`src/rtl/pos_add_seq_if.sv`:
```
// Start/busy/done handshake and operand/result bus for the sequential multi-limb adder.
interface pos_add_seq_if #(
  parameter int LIMB_BITS = 4,
  parameter int N_LIMBS   = 4
);
  localparam int W = LIMB_BITS * N_LIMBS;

  logic         start;
  logic [W-1:0] a;
  logic [W-1:0] b;
  logic         busy;
  logic         done;
  logic [W:0]   c;

  modport master (output start, a, b, input  busy, done, c);
  modport slave  (input  start, a, b, output busy, done, c);
endinterface

```
`src/rtl/pos_add_seq.sv`:
```
// Wide a+b computed one limb per cycle through a shared LIMB_BITS-wide adder slice,
// LSB limb first, with the inter-limb carry kept in a register.
module pos_add #(
  parameter int W = 4
) (
  input  logic [W-1:0] x,
  input  logic [W-1:0] y,
  output logic [W:0]   s
);
  assign s = {1'b0, x} + {1'b0, y};
endmodule

module pos_add_seq #(
  parameter int LIMB_BITS = 4,
  parameter int N_LIMBS   = 4
) (
  input  logic          clk,
  input  logic          rst,
  pos_add_seq_if.slave  s
);
  localparam int W  = LIMB_BITS * N_LIMBS;
  localparam int IW = (N_LIMBS > 1) ? $clog2(N_LIMBS) : 1;
  localparam logic [IW-1:0] LAST = IW'(N_LIMBS - 1);

  typedef enum logic [1:0] {S_IDLE, S_RUN, S_DONE} state_t;

  state_t          state_q, state_d;
  logic [W-1:0]    a_q, a_d, b_q, b_d, acc_q, acc_d;
  logic [IW-1:0]   idx_q, idx_d;
  logic            carry_q, carry_d;
  logic [W:0]      c_q, c_d;

  logic [LIMB_BITS:0]   s1;
  logic [LIMB_BITS+1:0] s2;
  logic                 carry_nx;
  logic [W-1:0]         acc_shift;

  pos_add #(.W(LIMB_BITS)) u_slice1 (
    .x (a_q[LIMB_BITS-1:0]),
    .y (b_q[LIMB_BITS-1:0]),
    .s (s1)
  );

  pos_add #(.W(LIMB_BITS+1)) u_slice2 (
    .x (s1),
    .y ({{LIMB_BITS{1'b0}}, carry_q}),
    .s (s2)
  );

  // s2's top bit can never be set (max 2*(2^L-1)+1 < 2^(L+1)), so OR-ing it in is free
  assign carry_nx = |s2[LIMB_BITS+1:LIMB_BITS];

  if (N_LIMBS == 1) begin : g_one
    assign acc_shift = s2[LIMB_BITS-1:0];
  end else begin : g_multi
    assign acc_shift = {s2[LIMB_BITS-1:0], acc_q[W-1:LIMB_BITS]};
  end

  always_comb begin
    state_d = state_q;
    a_d     = a_q;
    b_d     = b_q;
    acc_d   = acc_q;
    idx_d   = idx_q;
    carry_d = carry_q;
    c_d     = c_q;
    unique case (state_q)
      S_IDLE: begin
        if (s.start) begin
          state_d = S_RUN;
          a_d     = s.a;
          b_d     = s.b;
          acc_d   = '0;
          idx_d   = '0;
          carry_d = 1'b0;
        end
      end
      S_RUN: begin
        a_d     = a_q >> LIMB_BITS;
        b_d     = b_q >> LIMB_BITS;
        acc_d   = acc_shift;
        carry_d = carry_nx;
        idx_d   = idx_q + 1'b1;
        // Result is loaded on the edge into DONE so c is valid together with done
        if (idx_q == LAST) begin
          state_d = S_DONE;
          idx_d   = '0;
          c_d     = {carry_nx, acc_shift};
        end
      end
      S_DONE:  state_d = S_IDLE;
      default: state_d = S_IDLE;
    endcase
  end

  always_ff @(posedge clk or posedge rst) begin
    if (rst) begin
      state_q <= S_IDLE;
      a_q     <= '0;
      b_q     <= '0;
      acc_q   <= '0;
      idx_q   <= '0;
      carry_q <= 1'b0;
      c_q     <= '0;
    end else begin
      state_q <= state_d;
      a_q     <= a_d;
      b_q     <= b_d;
      acc_q   <= acc_d;
      idx_q   <= idx_d;
      carry_q <= carry_d;
      c_q     <= c_d;
    end
  end

  assign s.busy = (state_q == S_RUN);
  assign s.done = (state_q == S_DONE);
  assign s.c    = c_q;
endmodule

```
`src/flat_wrapper.sv`:
```
// flat-port wrapper written by rule: the top's interface ports become plain ports
module pos_add_seq_flat 
#(
  parameter int LIMB_BITS = 4,
  parameter int N_LIMBS   = 4
)
  (clk, rst, s_start, s_a, s_b, s_busy, s_done, s_c);
  pos_add_seq_if #(.LIMB_BITS(LIMB_BITS), .N_LIMBS(N_LIMBS)) s_i ();
  input  logic clk;
  input  logic rst;
  input wire logic [$bits(s_i.start)-1:0] s_start;
  input wire logic [$bits(s_i.a)-1:0] s_a;
  input wire logic [$bits(s_i.b)-1:0] s_b;
  output wire logic [$bits(s_i.busy)-1:0] s_busy;
  output wire logic [$bits(s_i.done)-1:0] s_done;
  output wire logic [$bits(s_i.c)-1:0] s_c;
  assign s_i.start = s_start;
  assign s_i.a = s_a;
  assign s_i.b = s_b;
  assign s_busy = s_i.busy;
  assign s_done = s_i.done;
  assign s_c = s_i.c;
  pos_add_seq #(.LIMB_BITS(LIMB_BITS), .N_LIMBS(N_LIMBS)) u_core (.clk(clk), .rst(rst), .s(s_i));
endmodule
```
`config.mk`:
```
export PLATFORM = sky130hd
export DESIGN_NAME = pos_add_seq_flat
export DESIGN_NICKNAME = d
export VERILOG_FILES = /design/src/rtl/pos_add_seq_if.sv /design/src/rtl/pos_add_seq.sv /design/src/flat_wrapper.sv
export SDC_FILE = /design/constraint.sdc
export NUM_CORES = 1
export LEC_CHECK = 0
export ABC_CLOCK_PERIOD_IN_PS = 4800
export CAP_MARGIN = 20
export CORE_UTILIZATION = 55
export CTS_CLUSTER_DIAMETER = 60
export DETAILED_ROUTE_END_ITERATION = 12
export DONT_BUFFER_PORTS = 1
export PLACE_DENSITY = 0.67
export SLEW_MARGIN = 20
export SYNTH_ARGS = -nofsm -noshare
export SYNTH_HDL_FRONTEND = slang
export SYNTH_SLANG_ARGS = --single-unit
```
`constraint.sdc`:
```
create_clock -name clk -period 4.8 [get_ports clk]
set_clock_uncertainty 0.1 [all_clocks]
set_input_delay 0.96 -clock clk [delete_from_list [all_inputs] [get_ports clk]]
set_output_delay 0.96 -clock clk [all_outputs]
set_load 0.05 [all_outputs]
```
## Word level (Yosys, flattened, before mapping)

Cells that the tools add are included.
W data, S select, Z words.

| cells by class | value |
|---|---|
| add/subtract/negate cells | 3 |
| multipliers | 0 |
| divide/modulo/power cells | 0 |
| order comparisons | 0 |
| eq/ne operators | 5 |
| shift-type cells | 0 |
| multiplexer cells | 14 |
| bitwise gates (word level) | 0 |
| reduce and logical (&&, ||, !) cells | 6 |

Operators with widths:

| cell | number |
|---|---|
| $pmux W16 S2 | 3 |
| $mux W16 | 3 |
| $mux W2 | 4 |
| $pmux W2 S2 | 2 |
| $add A5 B1 Y6 | 1 |
| $reduce_and A2 Y1 | 3 |
| $add A4 B4 Y5 | 1 |
| $eq A2 B2 Y1 const B | 2 |
| $add A2 B1 Y2 const B | 1 |
| $eq A2 B1 Y1 const B | 1 |
| $logic_not A2 Y1 | 1 |
| $ne A2 B1 Y1 const B | 1 |
| $ne A2 B2 Y1 const B | 1 |
| $pmux W1 S2 | 1 |
| $reduce_bool A2 Y1 | 1 |
| $reduce_or A2 Y1 | 1 |
| $mux W1 | 1 |

| word-level totals | value |
|---|---|
| bits in registers | 70 |
| latch bits | 0 |
| RAM bits | 0 |
| bits in read-only memories | 0 |
| bits of input ports | 35 |
| output and inout bits | 19 |
| logic and storage cells | 35 |
| memories | 0 |

## Depth between registers and ports, before layout

| logic depth | value |
|---|---|
| word-level depth | 4 |
| depth in mapped cells | 5 |
| gate-level depth less buffers | 5 |

## Modules after synthesis

A second synthesis with hierarchy kept.

| unflattened totals | value |
|---|---|
| cells, all modules | 276 |
| area total of the unflattened synthesis | 3138.0 um2 |

By module, submodules not included:

| module | times used | cells each | area an instance (um2) | sequential area each (um2) |
|---|---|---|---|---|
| pos_add_seq | 1 | 243 | 2842.7 | 1651.6 |
| pos_add (u_core.u_slice2) | 1 | 17 | 158.9 | 0.0 |
| pos_add (u_core.u_slice1) | 1 | 16 | 136.4 | 0.0 |

## Worst setup path after synthesis

No wires, ideal clock.

| timing path | value |
|---|---|
| path type | register -> output |
| start point | register u_core.state_q[1] |
| end point | output s_done |
| arrival | 1375 ps |
| required time | 3740 ps |
| slack | 2365 ps |
| cell stages (with the launch flop) | 3 |
| buffers on the path | 1 |
| cells stage by stage | dfrtp_1 > clkbuf_1 > nor2b_1 |

| between the ends | value |
|---|---|
| cells in the longest elaborated chain, start to end | 1 |

RTL lines:

| what | line | text |
|---|---|---|
| start, declared | pos_add_seq.sv:27 | `state_t state_q, state_d;` |
| start signal, assigned | pos_add_seq.sv:106 | `state_q <= state_d;` |
| $eq A2 B2 Y1 | pos_add_seq.sv:117 | `assign s.done = (state_q == S_DONE);` |
| end, declared | flat_wrapper.sv:15 | `output wire logic [$bits(s_i.done)-1:0] s_done;` |

Every way passes these cells.

## Final worst setup path

| timing path | value |
|---|---|
| start point | register u_core.state_q[1] |
| end point | output s_busy |

| between the ends | value |
|---|---|
| cells in the longest elaborated chain, start to end | 1 |

RTL lines:

| what | line | text |
|---|---|---|
| $eq A2 B1 Y1 | pos_add_seq.sv:116 | `assign s.busy = (state_q == S_RUN);` |
| end, declared | flat_wrapper.sv:14 | `output wire logic [$bits(s_i.busy)-1:0] s_busy;` |

Every way passes these cells.

==> results.yml <==
status:
  status: "complete, no violations"
setup_path:
  path_delay_family: "buffers and inverters"
  ff2ff_setup_slack_ns: 2.65
  path_cells: "nand2b_1, buf_4, inv_2"
  cp-start-kind: "register"
  crit_fanout: 21
  cpPeakStageDelay_ns: 0.54
  crit_buf_inv: 2
  cp_data_arrival_time_ns: 1.87
  worstSetupEndpointType: "output port"
  path_class: "reg2out"
  worstPathRequired_ns: 3.74
  slowest_stage: "inv_2"
placed_design:
  hpwl_mm: 3.39
  placed_cells: 306
  place_area_um2: 2910
  pre_cts_slack_ns: 2.22
  portBuffers: 0
  routabilityCongestion: 0.722
cts:
  clkTransAtPathRegs_ns: 0.07
  clock-sinks: 66
  ctsResizeCount: 0
  cts_setup_buffers: 0
  clk_latency_ns: 0.33
  h-tree-depth: 3
  cts-buffers-inserted: 9
  cts_root_buf: "clkbuf_8"
  cts_max_path_buffers: 2
  hold_buffers: 0
  cts_tree: "yes"
power:
  pwr-share-seq: 0.498
  p_total_mw: 2.38
  combPwrFrac: 0.323
  p_sw_frac: 0.420
  max-vdd-ir-drop_v: 0.000414
  p_per_area_nw_per_um2: 767
  power_leakage_nw: 1.45
  p_sw_mw: 0.997
  clockPowerShare: 0.178
  p_int_mw: 1.38
die:
  die_h_um: 74.5
  initial_core_util: 0.569
  fp-row-count: 26
  die_area_um2: 5540
  pin_count: 54
  die_x_um: 74.5
  core_um2: 5070
synth:
  avgSynthCellArea_um2: 11.6
  ys_warn_count: 0
  netlist.area_leader.share: 0.572
  synth.distinct_cells: 28
  yosysTopAreaCell: "dfrtp_1"
  syn-num-nets: 290
  yosysMostFrequentCell: "dfrtp_1"
  syn-cell-area_um2: 2890
  synth_seq_area_share: 0.572
  synthFlopType: "dfrtp_1"
  ys_ff_latch: 66
  ys_top_cells_by_area: "dfrtp_1 57%, mux2i_1 8.7%, mux2_2 5.5%"
  synth_edf_count: 0
  syn_inst: 249
  async_flop_share: 1.00
  synthTopCellsByCount: "66 x dfrtp_1, 39 x nand2_1, 25 x mux2i_1, 22 x o21ai_0"
timing:
  tns_ns: 0
  slew_headroom: 0.339
  slew_violations: 0
  timing.hold.ws_ns: 0.378
  rsz0062_at_grt: "no"
  fin_crit_sh: 0.610
  max_freq_mhz: 342
  hold_viol_final: 0
  tightest_slew_ns: 0.988
  period_needed_ns: 2.93
  layout_setup_ws_ns: 1.87
  setup_viol: 0
grt:
  grt_overflow: 0
  antenna_found_initial: 0
  grt_first_pass_wirelength_mm: 8.11
  grt_util_all_layers: 0.205
  grt_max_degree: 64
  grt_pass1_vias: 1646
cells_and_area:
  drive_above_1_share: 0.135
  stdcell_count: 322
  utilization: 0.610
  fin_area_um2: 3100
  syn2layout_area_growth_pct: 7.19
  n_fill_cell: 448
  antenna_cells: 0
  final_nets: 288
routing:
  wirelength_mm: 5.11
  routedWlPerCell_um: 15.9
  drtIter0Drc: 72
  ant_nets: 0
  drc: 0
  drt_first_pass_iters: 4
  vias: 1753
  vias_per_cell: 5.44
hold_path:
  min_path_type: "reg2reg"
job:
  cap_violations: 0
==> placed cells by master (no fill, tap or decap), drive strengths merged, types with 2 or more instances in the layout <==
master	count
dfrtp	66
nand2	39
o21ai	36
mux2i	25
mux2	14
clkbuf	14
a22o	11
a21oi	10
nor2b	5
and2b	5
ha	4
inv	4
o31ai	3
buf	3
fa	2
clkinv	2
==> state kept, by name, summed over array words and instances (netlist names) <==
signal,flops
u_core.a_q,16
u_core.s.c,17
u_core.b_q,16
u_core.state_q,2
u_core.idx_q,2
u_core.carry_q,1
u_core.acc_q,12
==> cell families after synthesis <==
group           synth area share
fa+ha+maj                 0.0312
buf+inv                   0.0373
simple gates              0.0854
compound gates             0.130
xor+xnor                 0.00303
mux                        0.141
flops                      0.572
==> tightest hold or removal path: stages (launching register included) <==
cell	delay (ns)
dfrtp_1	0.34
nand2_1	0.04
o21ai_0	0.06
==> metal layers <==
metal / track usage / share of wire
met1: 0.277 / 0.47
met2: 0.285 / 0.44
met3: 0.0894 / 0.068
met4: 0.0943 / 0.014
met5: 0 / 0
==> power groups by stage <==
stage / combinational [mW] / sequential, mW / clock (mW)
2_1_floorplan: 0.704 / 1.13 / 0
3_3_place_gp: 0.759 / 1.19 / 0
3_5_place_dp: 0.784 / 1.20 / 0
4_1_cts: 0.785 / 1.19 / 0.439
5_1_grt: 0.864 / 1.22 / 0.463
6_report: 0.768 / 1.18 / 0.424
==> path summary, 6_finish.rpt <==
| check | from | end | cells past startpoint |
|---|---|---|---|
| max in group asynchronous | rst | u_core.a_q[5] | 2 |
| max | u_core.state_q[1] | s_busy | 3 |
| max reg2reg | u_core.state_q[1] | u_core.b_q[7] | 5 |
| min reg2reg | u_core.a_q[6] | u_core.a_q[6] | 2 |
| min | u_core.a_q[6] | u_core.a_q[6] | 2 |
| min in group asynchronous | rst | u_core.s.c[9] | 1 |
==> area by class of cell <==
type / instances / area (um^2) / area share
multi-input combinational: 163 / 1140 / 0.367
clock buffer: 14 / 173 / 0.0558
clock inverter: 2 / 10.0 / 0.00323
inverter: 4 / 15.0 / 0.00485
timing repair buffer: 3 / 22.5 / 0.00728
tap: 70 / 87.6 / 0.0283
sequential: 66 / 1650 / 0.534
No activity file was read; power rests on OpenSTA's default activity.
